File: src/rtl/fetch_unit.sv
// rtl/fetch_unit.sv - bf8b instruction fetch: arbiter read client, pc walker, tagged prefetch FIFO
// Optional build macro: FETCH_SKIP_NOP_EN (drop non-command bytes instead of pushing them)

module fetch_unit #(
    parameter int DEPTH = 4
) (
    input  logic       clk,
    input  logic       rst,
    output logic       mem_req,
    output logic [7:0] mem_addr,
    output logic       mem_we,
    output logic [7:0] mem_wdata,
    input  logic       mem_ready,
    input  logic [7:0] mem_rdata,
    output logic       ins_valid,
    output logic [7:0] ins,
    output logic [7:0] ins_addr,
    input  logic       ins_ready,
    input  logic       jump,
    input  logic [7:0] jump_addr,
    output logic       halted
);

    localparam int PTR_W = (DEPTH > 1) ? $clog2(DEPTH) : 1;
    localparam int CNT_W = PTR_W + 1;
    localparam logic [CNT_W-1:0] FULL_CNT = CNT_W'(DEPTH);

    typedef enum logic [1:0] {
        S_IDLE,
        S_REQ,
        S_RELEASE,
        S_HALT
    } state_t;

    state_t            state_q, state_d;
    logic [7:0]        pc_q, pc_d;
    logic [7:0]        addr_q, addr_d;
    logic              discard_q, discard_d;
    logic [15:0]       fifo_q [DEPTH];
    logic [15:0]       fifo_d [DEPTH];
    logic [PTR_W-1:0]  wr_ptr_q, wr_ptr_d;
    logic [PTR_W-1:0]  rd_ptr_q, rd_ptr_d;
    logic [CNT_W-1:0]  count_q, count_d;
    logic              keep_byte;
    logic              push;
    logic              pop;

`ifdef FETCH_SKIP_NOP_EN
    function automatic logic is_cmd(input logic [7:0] b);
        case (b)
            8'h2B, 8'h2D, 8'h3C, 8'h3E, 8'h5B, 8'h5D, 8'h2E, 8'h2C, 8'h00: is_cmd = 1'b1;
            default: is_cmd = 1'b0;
        endcase
    endfunction

    // Comment text is consumed (pc advances) but never reaches exec
    always_comb begin
        keep_byte = is_cmd(mem_rdata);
    end
`else
    // Every nonzero byte is an instruction candidate
    always_comb begin
        keep_byte = 1'b1;
    end
`endif

    // Fixed read-only port and registered outputs
    assign mem_we    = 1'b0;
    assign mem_wdata = 8'h00;
    assign mem_req   = (state_q == S_REQ);
    assign mem_addr  = addr_q;
    assign halted    = (state_q == S_HALT);
    assign ins_valid = (count_q != '0);
    assign ins       = fifo_q[rd_ptr_q][15:8];
    assign ins_addr  = fifo_q[rd_ptr_q][7:0];

    // Request FSM: one outstanding read, grant must drop before the next request
    always_comb begin
        state_d   = state_q;
        pc_d      = pc_q;
        addr_d    = addr_q;
        discard_d = discard_q;
        push      = 1'b0;
        case (state_q)
            S_IDLE: begin
                // A jump in IDLE only retargets pc; the request goes out next cycle from the new pc
                if (jump) begin
                    pc_d = jump_addr;
                end else if ((count_q < FULL_CNT) && !mem_ready) begin
                    state_d = S_REQ;
                    addr_d  = pc_q;
                end
            end
            S_REQ: begin
                if (mem_ready) begin
                    state_d   = S_RELEASE;
                    discard_d = 1'b0;
                    if (jump) begin
                        pc_d = jump_addr;
                    end else if (!discard_q) begin
                        pc_d = pc_q + 8'd1;
                        if (mem_rdata == 8'h00) begin
                            state_d = S_HALT;
                        end else begin
                            push = keep_byte;
                        end
                    end
                end else if (jump) begin
                    // Grant cannot be aborted: let it finish, then throw the byte away
                    pc_d      = jump_addr;
                    discard_d = 1'b1;
                end
            end
            S_RELEASE: begin
                if (jump) begin
                    pc_d = jump_addr;
                end
                if (!mem_ready) begin
                    state_d = S_IDLE;
                end
            end
            S_HALT: begin
                if (jump) begin
                    pc_d    = jump_addr;
                    state_d = S_IDLE;
                end
            end
            default: begin
                state_d = S_IDLE;
            end
        endcase
    end

    // Prefetch FIFO: jump flushes and overrides any same-cycle pop
    always_comb begin
        fifo_d   = fifo_q;
        wr_ptr_d = wr_ptr_q;
        rd_ptr_d = rd_ptr_q;
        count_d  = count_q;
        pop      = ins_valid && ins_ready;
        if (jump) begin
            wr_ptr_d = '0;
            rd_ptr_d = '0;
            count_d  = '0;
        end else begin
            if (push) begin
                fifo_d[wr_ptr_q] = {mem_rdata, addr_q};
                wr_ptr_d         = wr_ptr_q + 1'b1;
            end
            if (pop) begin
                rd_ptr_d = rd_ptr_q + 1'b1;
            end
            count_d = count_q + CNT_W'(push) - CNT_W'(pop);
        end
    end

    // State and storage registers
    always_ff @(posedge clk or negedge rst) begin
        if (!rst) begin
            state_q   <= S_IDLE;
            pc_q      <= 8'h00;
            addr_q    <= 8'h00;
            discard_q <= 1'b0;
            wr_ptr_q  <= '0;
            rd_ptr_q  <= '0;
            count_q   <= '0;
            for (int i = 0; i < DEPTH; i++) begin
                fifo_q[i] <= 16'h0000;
            end
        end else begin
            state_q   <= state_d;
            pc_q      <= pc_d;
            addr_q    <= addr_d;
            discard_q <= discard_d;
            wr_ptr_q  <= wr_ptr_d;
            rd_ptr_q  <= rd_ptr_d;
            count_q   <= count_d;
            fifo_q    <= fifo_d;
        end
    end

endmodule

File: config.mk
export PLATFORM = sky130hd
export DESIGN_NAME = fetch_unit
export DESIGN_NICKNAME = d
export VERILOG_FILES = /design/src/rtl/fetch_unit.sv
export SDC_FILE = /design/constraint.sdc
export NUM_CORES = 1
export LEC_CHECK = 0
export ABC_AREA = 1
export BUFFER_PORTS_ARGS = -buffer_cell sky130_fd_sc_hd__buf_2
export CORE_MARGIN = 1
export CORE_UTILIZATION = 40
export DETAILED_ROUTE_END_ITERATION = 16
export GPL_TIMING_DRIVEN = 0
export SLEW_MARGIN = 20
export SYNTH_ARGS = -nofsm -noshare
export SYNTH_HDL_FRONTEND = slang
export SYNTH_SLANG_ARGS = --single-unit
File: constraint.sdc
create_clock -name clk -period 4.61 [get_ports clk]
set_clock_uncertainty 0.1 [all_clocks]
set_input_delay 0.461 -clock clk [delete_from_list [all_inputs] [get_ports clk]]
set_output_delay 0.461 -clock clk [all_outputs]
set_load 0.02 [all_outputs]
==> impl_metrics.py, run 1 <==
metrics = {
    "outcome": {
        "outcome": "finished, final reports clean",
    },
    "sta": {
        "post-route-min-period_ps": 2815,
        "relSlewSlack_pct": 60.57,
        "setup_violations": 0,
        "rsz0062_at_grt": "false",
        "slew_violations": 0,
        "finalHoldViolations": 0,
        "fmax_ghz": 0.3553,
        "tightest_slew_ps": 591.4,
        "min_period_over_period_pct": 61.05,
        "timing.setup.tns_ps": 0,
        "holdWs_ps": 328.4,
        "finalWorstSetupSlack_ps": 1795,
    },
    "die": {
        "initial_core_util_pct": 41.05,
        "die_h_um": 110.0,
        "die_w_um": 110.0,
        "fp.dieArea_um2": 12100,
        "rows": 39,
        "ios": 57,
        "core-area_um2": 11370,
    },
    "setup_path": {
        "cp.required_ps": 4740,
        "crit_path_max_fanout": 10,
        "end_kind": "flop",
        "start_kind": "flop",
        "criticalPathCategory": "reg -> reg",
        "critPathArrivalTime_ps": 2940,
    },
    "yosys": {
        "synthSimpleGateAreaFrac_pct": 32.39,
        "syn_inst": 580,
        "ys_types": 29,
        "ys_seq_area_share_pct": 48.26,
        "synth-compound-area-share_pct": 8.740,
        "synthXorXnorAreaFrac_pct": 0.3753,
        "ys_ff_latch": 90,
        "synth_top_family_by_area": "simple AND/OR/NAND/NOR gates",
        "synthFlopType": "dfrtp_1",
        "async_flop_share_pct": 100.0,
        "synth.area.mux_share_pct": 0,
        "avgSynthCellArea_um2": 8.047,
        "synth-edff-count": 0,
        "synth-adder-area-share_pct": 2.306,
        "syn_area_um2": 4667,
        "ys.warnings.count": 0,
    },
    "drt": {
        "wl_per_cell_um": 16.27,
        "ant_nets": 0,
        "firstDrtPassIters": 5,
        "drtIter0Drc": 268,
        "vias_per_cell": 5.222,
        "wirelength_um": 12950,
        "vias": 4157,
        "drc": 0,
    },
    "cts": {
        "cts_tree": "built",
        "cts_resized": 0,
        "clockRootBuffer": "clkbuf_16",
        "clk_pin_slew_ps": 70,
        "clockBufferDepth": 2,
        "cts_made_buffers": 9,
        "hold_buffers": 1,
        "htree_levels": 3,
        "clk_latency_ps": 340,
        "clock-sinks": 90,
        "post_cts.repair.setup_buffers": 0,
    },
    "layout": {
        "diodes": 0,
        "fin_util_pct": 48.34,
        "drive_above_1_share_pct": 15.01,
        "layout-area-overhead-vs-synth_pct": 17.77,
        "nets": 677,
        "final_cells": 796,
        "n_fill_cell": 1160,
    },
    "placed_design": {
        "preCtsSetupSlack_ps": 1681,
        "dp.cells": 779,
        "io_buffers": 47,
        "gp_congestion": 0.8445,
        "dpl.hpwl_um": 9258,
    },
    "power_and_ir_drop": {
        "vdd_drop_max_mv": 0.2785,
        "power.density_nw_per_um2": 565.8,
        "leakage_uw": 0.002921,
    },
    "grt": {
        "grt_pass1_vias": 4005,
        "grtUsageMet1_pct": 32.25,
        "top_usage_layer": "met2",
        "antenna_found_initial": 0,
        "grt_util_all_layers_pct": 23.30,
        "use_met2_pct": 37.90,
        "grt_overflow_total": 0,
        "grt_start_max_net_pins": 79,
        "met3_usage_pct": 3.704,
        "grt_pass1_wl_um": 21100,
    },
    "hold_path": {
        "holdCritPathClass": "in -> reg",
    },
    "run": {
        "cap_violations": 0,
    },
}
==> power breakdown <==
part	switching (uW)	leakage [uW]	internal [uW]
Combinational	719	0.00156	351
Sequential	203	0.00120	987
Clock	320	0.000166	530
Total	1240	0.00292	1870
==> state kept, by name, indices dropped and copies added (netlist names) <==
name / count
count_q: 3
discard_q: 1
fifo_q: 64
mem_addr: 8
pc_q: 8
rd_ptr_q: 2
state_q: 2
wr_ptr_q: 2
==> cell type report <==
class,instances,area (um^2),area share [%]
tap,143,178.9,3.255
clock buffer,9,225.2,4.097
sequential,90,2252,40.97
clock inverter,7,116.4,2.117
buffer,46,250.2,4.553
multi-input combinational,421,2078,37.81
inverter,31,116.4,2.117
timing repair buffer,49,279.0,5.076
==> routing by layer <==
metal  share of wire (%)  up-vias
met4                 1.1        0
li1                    -     2066
met2                  47      113
met1                  46     1963
met3                 5.6       15
met5                   0        -
==> path summary, 6_finish.rpt <==
check	start	to	slack, ps	cells after the start
setup / recovery	state_q[1]	count_q[2]	1800	14
hold / removal	jump_addr[4]	pc_q[4]	330	3
setup reg to reg	state_q[1]	count_q[2]	1800	14
hold reg to reg	fifo_q[41]	fifo_q[41]	370	2
max in group asynchronous	rst	fifo_q[53]	3380	3
min in group asynchronous	rst	fifo_q[6]	400	2
==> through the flow <==
| stage | total power [uW] | instance area, um^2 |
|---|---|---|
| finish | 3110 | 5497 |
| global route | 3316 | 5497 |
| CTS | 3120 | 5497 |
| detailed placement | 2273 | 5145 |
| global placement | 2250 | 5111 |
| floorplan | 1869 | 4697 |
==> cells by family after synthesis <==
logic type / Yosys count
AOI/OAI and AO/OA: 76
xor gates and xnor gates: 2
adders and majority gates: 8
buffers and inverters: 77
DFF: 90
other: 1
and+or+nand+nor: 326
==> layout by cell type, fill, tap and decap left out, drive strengths merged, types with 2 or more instances in the layout <==
cell | synthesis | routed
bufinv | 0 | 3
a21oi | 6 | 6
inv | 31 | 32
clkbuf | 21 | 30
nand3 | 20 | 20
o22ai | 16 | 16
clkinv | 0 | 2
nor2 | 53 | 53
nand4 | 66 | 66
nand2 | 184 | 184
o21ai | 51 | 51
dfrtp | 90 | 90
ha | 7 | 7
conb | 1 | 9
buf | 25 | 73
xor2 | 2 | 2
==> critical path, cell delays in order (launching register included) <==
cell	delay, ps
dfrtp_1	420
inv_1	150
nand3_4	120
nor2_4	140
inv_2	90
nor2_8	210
buf_6	210
nand2_1	120
ha_1	310
inv_1	60
ha_1	120
inv_1	50
fa_1	370
o21ai_0	160
a21oi_1	50
==> synthesized netlist by cell type (2+ instances only) <==
cell type | number | area (um^2)
buf_6 | 4 | 45.04
o21ai_0 | 51 | 255.2
nand3_4 | 5 | 87.58
o22ai_1 | 16 | 100.1
dfrtp_1 | 90 | 2252
nand3_1 | 14 | 70.07
nand4_1 | 66 | 412.9
buf_4 | 9 | 67.56
a21oi_1 | 6 | 30.03
clkbuf_1 | 21 | 78.83
buf_2 | 11 | 55.05
xor2_1 | 2 | 17.52
ha_1 | 7 | 87.58
nor2_1 | 51 | 191.4
inv_1 | 30 | 112.6
nand2_1 | 184 | 690.7
Power figures use the tool's default switching activity.
==> run 2, diff against run 1 <==
==> constraint.sdc (replaced) <==
create_clock -name clk -period 2.6 [get_ports clk]
set_clock_uncertainty 0.1 [all_clocks]
set_input_delay 0.26 -clock clk [delete_from_list [all_inputs] [get_ports clk]]
set_output_delay 0.26 -clock clk [all_outputs]
set_load 0.02 [all_outputs]
==> run 2 against run 1 <==
Cell count rose by 0.50%. Non-clock buffer count rose by 4. Global-route usage barely moved. Critical endpoint unchanged.
==> impl_metrics.py, run 2 (same netlist as run 1, synthesis figures left out) <==
metrics = {
    "outcome": {
        "outcome": "finished, final reports clean",
    },
    "layout": {
        "layout_commonest_cell": "nand2_1",
        "layout_common_cells": "183 x nand2_1, 89 x dfrtp_1, 66 x nand4_1, 57 x buf_2, 51 x nor2_1",
        "regMostFlops": "fifo_q",
        "layout-area-overhead-vs-synth_pct": 18.58,
        "drive_above_1_share_pct": 15.98,
        "diodes": 0,
        "largest_register_ff_count": 64,
        "final_cells": 800,
        "stdcell_area_um2": 5534,
        "nets": 681,
    },
    "die": {
        "ios": 57,
        "initial_core_util_pct": 41.05,
        "die_w_um": 110.0,
        "fp.dieArea_um2": 12100,
        "core-area_um2": 11370,
        "rows": 39,
        "die_h_um": 110.0,
    },
    "sta": {
        "tightest_slew_ps": 578.1,
        "finalHoldViolations": 0,
        "slew_violations": 0,
        "post-route-min-period_ps": 2419,
        "setup_violations": 0,
        "min_period_over_period_pct": 93.03,
        "relSlewSlack_pct": 61.46,
        "fmax_ghz": 0.4134,
        "rsz0062_at_grt": "false",
    },
    "setup_path": {
        "critPathArrivalTime_ps": 2550,
        "path_cells": "inv_2 > nand3_4 > nor2_4 > inv_2 > nor2_8 > buf_8 > nand2_2 > ha_1 > inv_1 > ha_1 > inv_1 > fa_1 > o21ai_1 > a21oi_1",
        "critPathTopFamily": "adder cells",
        "end_kind": "flop",
        "cp.buffers_inverters": 5,
        "cp.required_ps": 2730,
        "max_stage_delay_ps": 390,
        "start_kind": "flop",
        "criticalPathCategory": "reg -> reg",
        "crit_slowest_cell": "dfrtp_1",
        "crit_path_max_fanout": 6,
    },
    "power_and_ir_drop": {
        "p_clk_share_pct": 27.2,
        "power.density_nw_per_um2": 1001,
        "finalPower_uw": 5541,
        "sequentialPowerShare_pct": 38.0,
        "leakage_uw": 0.002941,
        "p_switching_uw": 2208,
        "vdd_drop_max_mv": 0.5061,
        "p_sw_share_pct": 39.85,
        "power.internal_uw": 3333,
        "pwr-share-comb_pct": 34.8,
    },
    "grt": {
        "grt_start_max_net_pins": 79,
        "antenna_found_initial": 0,
        "grt_pass1_vias": 4002,
        "use_met2_pct": 37.90,
        "top_usage_layer": "met2",
        "grt_pass1_wl_um": 21120,
        "grt_util_all_layers_pct": 23.32,
        "met3_usage_pct": 3.704,
        "grt_overflow_total": 0,
        "grtUsageMet1_pct": 32.33,
    },
    "placed_design": {
        "dp.cells": 779,
        "io_buffers": 47,
        "place_area_um2": 5145,
        "dpl.hpwl_um": 9258,
        "gp_congestion": 0.8445,
    },
    "drt": {
        "vias": 4218,
        "drtIter0Drc": 290,
        "vias_per_cell": 5.273,
        "wl_per_cell_um": 16.20,
        "firstDrtPassIters": 6,
        "wirelength_um": 12960,
        "drc": 0,
        "ant_nets": 0,
    },
    "cts": {
        "clockRootBuffer": "clkbuf_16",
        "clockBufferDepth": 2,
        "cts_tree": "built",
        "cts_made_buffers": 9,
        "clk_pin_slew_ps": 70,
        "clk_latency_ps": 340,
        "htree_levels": 3,
        "clock-sinks": 90,
    },
    "run": {
        "cap_violations": 0,
    },
    "hold_path": {
        "holdCritPathClass": "in -> reg",
    },
}
run 2: changes by cell type in the layout (fill, tap and decap cells not counted), sizes merged:
cell and delta:
buf +4
run 2: area by class of cell:
class | instances | area [um^2]
buffer | 46 | 254.0
clock buffer | 9 | 225.2
multi-input combinational | 421 | 2081
clock inverter | 7 | 116.4
tap | 143 | 178.9
sequential | 90 | 2253
inverter | 31 | 116.4
fill | 1158 | 5836
timing repair buffer | 53 | 309.0
run 2: per-stage QoR:
stage | TNS [ps] | worst slack, ps | util [%] | hold slack, ps
after global placement | -307.2 | -184.2 | 44.95 | 347.9
after detailed placement | -396.4 | -227.9 | 45.25 | -10.26
final | 0 | 181.2 | 48.67 | 127.2
after CTS | 0 | 7.838 | 48.49 | 121.6
after floorplan | 0 | 71.84 | - | -135.6
after global routing | 0 | 10.84 | 48.67 | 123.6
run 2: worst register-to-register path: stages, from the launching register on:
cell and delay, ps:
dfrtp_1 390, inv_2 100, nand3_4 100, nor2_4 150, inv_2 80, nor2_8 120, buf_8 110, nand2_2 60
ha_1 300, inv_1 60, ha_1 120, inv_1 50, fa_1 380, o21ai_1 140, a21oi_1 50
run 2: metal layers:
metal	vias to the layer above	share of wire (%)
li1	2076	-
met1	2019	46
met2	110	47
met3	13	5.3
met4	0	1.2
met5	-	0
run 2: power groups by stage:
stage | Sequential, uW | Clock, uW | Combinational [uW]
floorplan | 2080 | 0 | 1230
global placement | 2110 | 0 | 1880
detailed placement | 2120 | 0 | 1910
CTS | 2100 | 1520 | 1930
global route | 2150 | 1580 | 2180
finish | 2110 | 1510 | 1930
run 2: what timing repair did:
item | CTS | global route
hold endpoints to repair | 90 | 0
pin swaps | 1 | 1
buffers inserted | 2 | 2
endpoints found under the setup margin | 2 | 2
hold buffers | 1 | 0
resized for setup | 2 | 3
run 2: path summary, 6_finish.rpt:
kind / from / end / slack [ps] / depth (start not counted)
min reg2reg: fifo_q[41] / fifo_q[41] / 360 / 2
min in group asynchronous: rst / fifo_q[3] / 190 / 2
min: jump_addr[4] / pc_q[4] / 130 / 3
max reg2reg: state_q[1] / count_q[2] / 180 / 14
max in group asynchronous: rst / state_q[0] / 1570 / 3
max: state_q[1] / count_q[2] / 180 / 14
